## src/rtl/alu_op_sequencer.sv

```systemverilog
// Issues one request at a time to the shared ALU datapath and returns its result (optional rsp_flags: ALU_SEQ_FLAGS_EN).
// Latency: rsp_valid rises MULT_LAT / DIV_LAT / 1 edges after the accepting edge (div-by-zero and illegal ops: 1).
// Backpressure: req_ready only in IDLE; a response is held in RESP until rsp_ready, stalling all new requests.
module alu_op_sequencer #(
  parameter int N        = 4,
  parameter int MULT_LAT = 2,
  parameter int DIV_LAT  = 4
) (
  input  logic         clk,
  input  logic         reset,
  input  logic         req_valid,
  output logic         req_ready,
  input  logic [3:0]   req_op,
  input  logic [N-1:0] req_a,
  input  logic [N-1:0] req_b,
  output logic [3:0]   alu_control,
  output logic [N-1:0] alu_a,
  output logic [N-1:0] alu_b,
  input  logic [N-1:0] alu_result,
  output logic         rsp_valid,
  input  logic         rsp_ready,
  output logic [N-1:0] rsp_result,
`ifdef ALU_SEQ_FLAGS_EN
  output logic [1:0]   rsp_flags,
`endif
  output logic         rsp_err
);

  localparam int MAX_LAT = (MULT_LAT > DIV_LAT) ? MULT_LAT : DIV_LAT;
  localparam int CW      = $clog2(MAX_LAT) + 1;

  localparam logic [3:0] OP_MULT = 4'd2;
  localparam logic [3:0] OP_DIV  = 4'd3;
  localparam logic [3:0] OP_LAST = 4'd9;

  typedef enum logic [1:0] {IDLE, EXEC, RESP} state_t;

  state_t        state, state_nxt;
  logic [CW-1:0] cnt;
  logic [CW-1:0] lat_m1;
  logic          op_illegal;
  logic          div_zero;
  logic          accept;
  logic          done;
  logic          err_q;
  logic          div_zero_q;
  logic [N-1:0]  result_nxt;

  assign op_illegal = (req_op > OP_LAST);
  assign div_zero   = (req_op == OP_DIV) && (req_b == '0);
  assign accept     = (state == IDLE) && req_valid;
  assign done       = (state == EXEC) && (cnt == '0);
  assign req_ready  = (state == IDLE);
  assign rsp_valid  = (state == RESP);
  // A zero divisor never reaches the datapath result; the response is forced.
  assign result_nxt = div_zero_q ? '1 : alu_result;

  always_comb begin
    lat_m1 = '0;
    if (req_op == OP_MULT)
      lat_m1 = CW'(MULT_LAT - 1);
    else if ((req_op == OP_DIV) && !div_zero)
      lat_m1 = CW'(DIV_LAT - 1);
  end

  always_ff @(posedge clk or posedge reset) begin
    if (reset)
      state <= IDLE;
    else
      state <= state_nxt;
  end

  always_comb begin
    state_nxt = state;
    case (state)
      IDLE:    if (req_valid)     state_nxt = EXEC;
      EXEC:    if (cnt == '0)     state_nxt = RESP;
      RESP:    if (rsp_ready)     state_nxt = IDLE;
      default:                    state_nxt = IDLE;
    endcase
  end

  always_ff @(posedge clk or posedge reset) begin
    if (reset) begin
      alu_control <= '0;
      alu_a       <= '0;
      alu_b       <= '0;
      cnt         <= '0;
      err_q       <= 1'b0;
      div_zero_q  <= 1'b0;
      rsp_result  <= '0;
      rsp_err     <= 1'b0;
    end else begin
      if (accept) begin
        alu_control <= op_illegal ? 4'b0000 : req_op;
        alu_a       <= req_a;
        alu_b       <= req_b;
        cnt         <= lat_m1;
        err_q       <= op_illegal || div_zero;
        div_zero_q  <= div_zero;
      end else if ((state == EXEC) && (cnt != '0)) begin
        cnt <= cnt - 1'b1;
      end
      if (done) begin
        rsp_result <= result_nxt;
        rsp_err    <= err_q;
      end
    end
  end

`ifdef ALU_SEQ_FLAGS_EN
  always_ff @(posedge clk or posedge reset) begin
    if (reset)
      rsp_flags <= 2'b00;
    else if (done)
      rsp_flags <= {result_nxt[N-1], (result_nxt == '0)};
  end
`endif

endmodule

```

## config.mk

```make
export PLATFORM = sky130hd
export DESIGN_NAME = alu_op_sequencer
export DESIGN_NICKNAME = d
export VERILOG_FILES = /design/src/rtl/alu_op_sequencer.sv
export SDC_FILE = /design/constraint.sdc
export NUM_CORES = 1
export LEC_CHECK = 0
export ABC_AREA = 1
export CAP_MARGIN = 20
export CORE_AREA = 2 2 40 70
export CTS_CLUSTER_DIAMETER = 100
export CTS_CLUSTER_SIZE = 8
export DETAILED_ROUTE_END_ITERATION = 16
export DIE_AREA = 0 0 42 72
export GPL_ROUTABILITY_DRIVEN = 1
export PLACE_DENSITY_LB_ADDON = 0.12
export RECOVER_POWER = 100
export SYNTH_ARGS = -nofsm -noshare
export SYNTH_HDL_FRONTEND = slang
export SYNTH_SLANG_ARGS = --single-unit
export TNS_END_PERCENT = 50
```

## constraint.sdc

```tcl
create_clock -name clk -period 4.2 [get_ports clk]
set_clock_uncertainty 0.1 [all_clocks]
set_input_delay 0.42 -clock clk [delete_from_list [all_inputs] [get_ports clk]]
set_output_delay 0.42 -clock clk [all_outputs]
set_load 0.05 [all_outputs]
```

# [After elaboration in Yosys (flattened, before gate mapping)]
# Cells that the tools add are included.
[totals] ramBits=0 register_bits=24 rom_bits=0 latchBits=0 n_memories=0 in_bits=20
[classes] n_reduce_logical=13 n_mul=0 div_mod_pow=0 shifts=0 mux=10 eq_ne=7 add_sub_neg=1 n_bitwise=0 order_cmp=1
[op_table] op="$mux 2" n=5
[op_table] op="$eq 4x2->1 const B" n=2
[op_table] op="$mux 4" n=2
[op_table] op="$mux 3" n=2
[op_table] op="$pmux 2 s3" n=1
[op_table] op="$logic_and 1x1->1" n=5
[op_table] op="$gt 4x4->1 const B" n=1
[op_table] op="$logic_not 4->1" n=1
[op_table] op="$ne 2x2->1 const B" n=2
[op_table] op="$logic_not 3->1" n=1
[op_table] op="$reduce_and 3->1" n=1
[op_table] op="$reduce_bool 3->1" n=1
[op_table] op="$sub 3x1->3 const B" n=1
[op_table] op="$eq 2x1->1 const B" n=1
[op_table] op="$eq 2x2->1 const B" n=1
[op_table] op="$logic_not 2->1" n=1
[op_table] op="$ne 2x1->1 const B" n=1
[op_table] op="$reduce_bool 2->1" n=1
[op_table] op="$logic_not 1->1" n=1
[op_table] op="$logic_or 1x1->1" n=1

# [Depth between registers and ports, before layout]
[logic_depth] depth_word=7 ltp_mapped=8 ltp_nobuf=8

# [Least setup slack after synthesis]
# No wires, ideal clock.
[synth_path] path_kind="reg-to-output" startpoint="register state[1]" endpoint="output rsp_valid" path_stages_with_launch=3 path_slack_ps=2618 t_arrival_ps=1062 n_path_buf=0 path_cell_list="dfrtp_1 -> inv_2 -> nor2_1"
[synth_between] elab_chain_len=1
[synth_lines] element="from (decl)" line="38" source="state_t state, state_nxt;"
[synth_lines] element="from (signal assigned)" line="70" source="state <= state_nxt;"
[synth_lines] element="$eq 2x2->1" line="54" source="assign rsp_valid = (state == RESP);"
[synth_lines] element="to (decl)" line="20" source="output logic rsp_valid,"
# Every way passes these cells.

# [Final worst setup path]
[layout_path] startpoint="register state[0]" endpoint="output req_ready"
[layout_between] elab_chain_len=1
[layout_lines] element="$logic_not 2->1" line="53" source="assign req_ready = (state == IDLE);"
[layout_lines] element="to (decl)" line="12" source="output logic req_ready,"
# Every way passes these cells.

==> flow_summary_export.csv <==
group,metric,value,unit
sta,fin_ws,1.94,ns
sta,fin_crit_sh,53.8,%
placement,hpwl,1750,um
grt,antenna_found_initial,0,
yosys,ys_top_cells_by_count,"nand2_1 (48), dfrtp_1 (24), nor2_1 (13)",
yosys,synth-edff-count,0,
yosys,yosysTopAreaCell,"dfrtp_1",
min_path,min_from,"alu_a[2]$_DFFE_PP0P_",
critical_path,crit_fanout,3,
clock_tree,clockBufferDepth,2,
sta,drv_slew,0,
critical_path,crit_path_start_kind,"flip-flop",
drt,routed_via_density,4.76,
drt,drt-initial-drc-count,16,
critical_path,r2r-end,"cnt[2]$_DFFE_PP0P_",
sta,grt_setup_unrepaired,"no",
floorplan,dieArea,3020,um^2
yosys,netlist_instances,127,
critical_path,r2r-start,"state[0]$_DFFE_PP0P_",
clock_tree,insertion_delay,0.26,ns
clock_tree,clk_pin_slew_worst_paths,0.08,ns
run,cap_violations,0,
critical_path,worst-setup-path-type,"flip-flop to primary output",
critical_path,critical_path_required,3.68,ns
grt,overflow,0,
grt,grt_usage,17.0,%
yosys,synth_top_area_share,54.4,%
final_layout,fill_cells,228,
drt,vias,918,
final_layout,stdcell_area,1530,um^2
grt,grt_max_degree,25,
clock_tree,cts_setup_buffers,0,
sta,post-route-min-period,2.26,ns
yosys,synthFlopType,"dfrtp_1",
floorplan,core,2430,um^2
drt,detail_route.wl_per_cell,11.8,um
grt,grt_pass1_wl,4100,um
final_layout,final_nets,190,
placement,place_ws,2.27,ns
drt,routed_wl,2280,um
clock_tree,cts_resized,0,
yosys,async_reset_ff_share,100,%
sta,fmax,443,MHz
critical_path,rrSetupSlack,2.50,ns
critical_path,crit_path_end_kind,"primary output",
clock_tree,cts_tree,"built",
yosys,synthesis.area,1100,um^2
drt,drtPass1Iterations,4,
floorplan,io_pins,39,
clock_tree,holdBufCountCts,0,
sta,relSlewSlack,39.8,%
yosys,yosysMostFrequentCell,"nand2_1",
yosys,synth_area_per_cell,8.70,um^2
min_path,min_to,"alu_a[2]$_DFFE_PP0P_",
min_path,min_path_cells,2,
min_path,hold_path_class,"flip-flop to flip-flop",
clock_tree,cts_made_buffers,3,
final_layout,final_util,63.0,%
floorplan,die_h,72,um
sta,fin_setup_tns,0,ns
sta,hold_viol,0,
final_layout,num_antenna_cells,0,
floorplan,rows,24,
yosys,ys_ff_latch,24,
sta,setup_viol_count_final,0,
clock_tree,cts_root_buffer,"clkbuf_8",
yosys,synth-seq-area-share,54.4,%
yosys,ys_warn_count,0,
pwr,p_leak,0.783,nW
drt,route.detailed.drc,0,
final_layout,area_growth,38.7,%
pwr,vdd_drop_max,0.449,mV
drt,wl_met3,92,um
clock_tree,cts.sinks,24,
critical_path,arrival,1.74,ns
drt,routed.top_layer,"met4",
critical_path,reg2reg_depth,8,
final_layout,drive_gt1_share,5.99,%
drt,ant_nets,0,
placement,dp.cells,189,
pwr,power_density,847,nW/um^2
clock_tree,htree_levels,1,
sta,worst_pin_slew,0.903,ns
final_layout,stdcell_count,193,
yosys,synth_area_leaders,"dfrtp_1 (54%), nand2_1 (16%), nor2_1 (4.4%), o31ai_1 (4.1%), inv_1 (3.4%)",
grt,grt_pass1_vias,994,
placement,place_area,1500,um^2
floorplan,die_w,42,um
placement,port_buffers,38,
drt,wl_met2,1190,um
drt,drt-met1-wl,963,um
outcome,status,"finished clean",
placement,gp_congestion,0.703,
yosys,synth_nets,149,
floorplan,start_util,45.4,%
yosys,synth_cell_types,21,
[flip-flops by register name, summed over array words and instances (netlist names)]
register / flops
alu_a: 4
alu_b: 4
alu_control: 4
cnt: 3
div_zero_q: 1
err_q: 1
rsp_err: 1
rsp_result: 4
state: 2
[per-stage QoR]
stage,power [mW],hold WS [ns]
after floorplan,0.973,0.335
after global placement,1.20,0.358
after detailed placement,1.21,0.362
after CTS,1.37,0.382
after global routing,1.38,0.409
final,1.30,0.371
[area by class of cell]
type	count	area (um^2)	area share (%)
sequential	24	601	39.2
multi-input combinational	88	415	27.1
timing repair buffer	38	380	24.8
clock buffer	4	55.1	3.59
inverter	13	48.8	3.18
tap	26	32.5	2.12
[cells in the final DEF (no fill, tap or decap), drive strengths merged]
cell,netlist,routed
clkbuf,0,4
o21ai,7,7
nor2,15,15
a21oi,1,1
nand2,52,52
mux2,1,1
xnor2,1,1
dfrtp,24,24
dlygate4sd3,0,21
or2,1,1
nand3,1,1
o31ai,6,6
ha,2,2
clkdlybuf4s50,0,17
inv,13,13
nor3,1,1
[critical path: stages, from the launching register on]
cell and delay [ns]:
dfrtp_1 0.41, inv_2 0.09, nand2_4 0.06, inv_2 0.05, dlygate4sd3_1 0.86
[cells by family (layout without fill, tap and decap cells)]
kind of cell	count (synthesis)	in the layout	synth area share (%)
adders and majority gates	2	2	2.26
DFF	24	24	54.4
and+or+nand+nor	70	70	27.4
muxes	1	1	1.36
AOI/OAI and AO/OA	14	14	7.70
buffers and inverters	15	55	6.12
xor gates and xnor gates	1	1	0.793
[per-layer routing]
| metal | global-route usage [%] | up-vias |
|---|---|---|
| met5 | 0 | - |
| met4 | 6.45 | 0 |
| met3 | 1.74 | 4 |
| met2 | 31.4 | 24 |
| met1 | 19.6 | 414 |
| li1 | - | 476 |
[worst max path at each step]
stage / startpoint / end / slack [ns] / cells past startpoint
5_1_grt: state[0]$_DFFE_PP0P_ / req_ready / 1.90 / 4
3_5_place_dp: state[0]$_DFFE_PP0P_ / req_ready / 2.27 / 4
2_1_floorplan: state[1]$_DFFE_PP0P_ / rsp_valid / 2.62 / 2
4_1_cts: state[0]$_DFFE_PP0P_ / req_ready / 1.97 / 4
6_report: state[0]$_DFFE_PP0P_ / req_ready / 1.94 / 4
3_3_place_gp: state[1]$_DFFE_PP0P_ / req_ready / 2.30 / 4
[power breakdown]
| part | switching, mW | internal [mW] | leakage, nW |
|---|---|---|---|
| sequential | 0.0572 | 0.337 | 0.302 |
| combinational | 0.526 | 0.223 | 0.452 |
| clock | 0.0708 | 0.0836 | 0.0288 |
(Power assumes the default switching activity.)
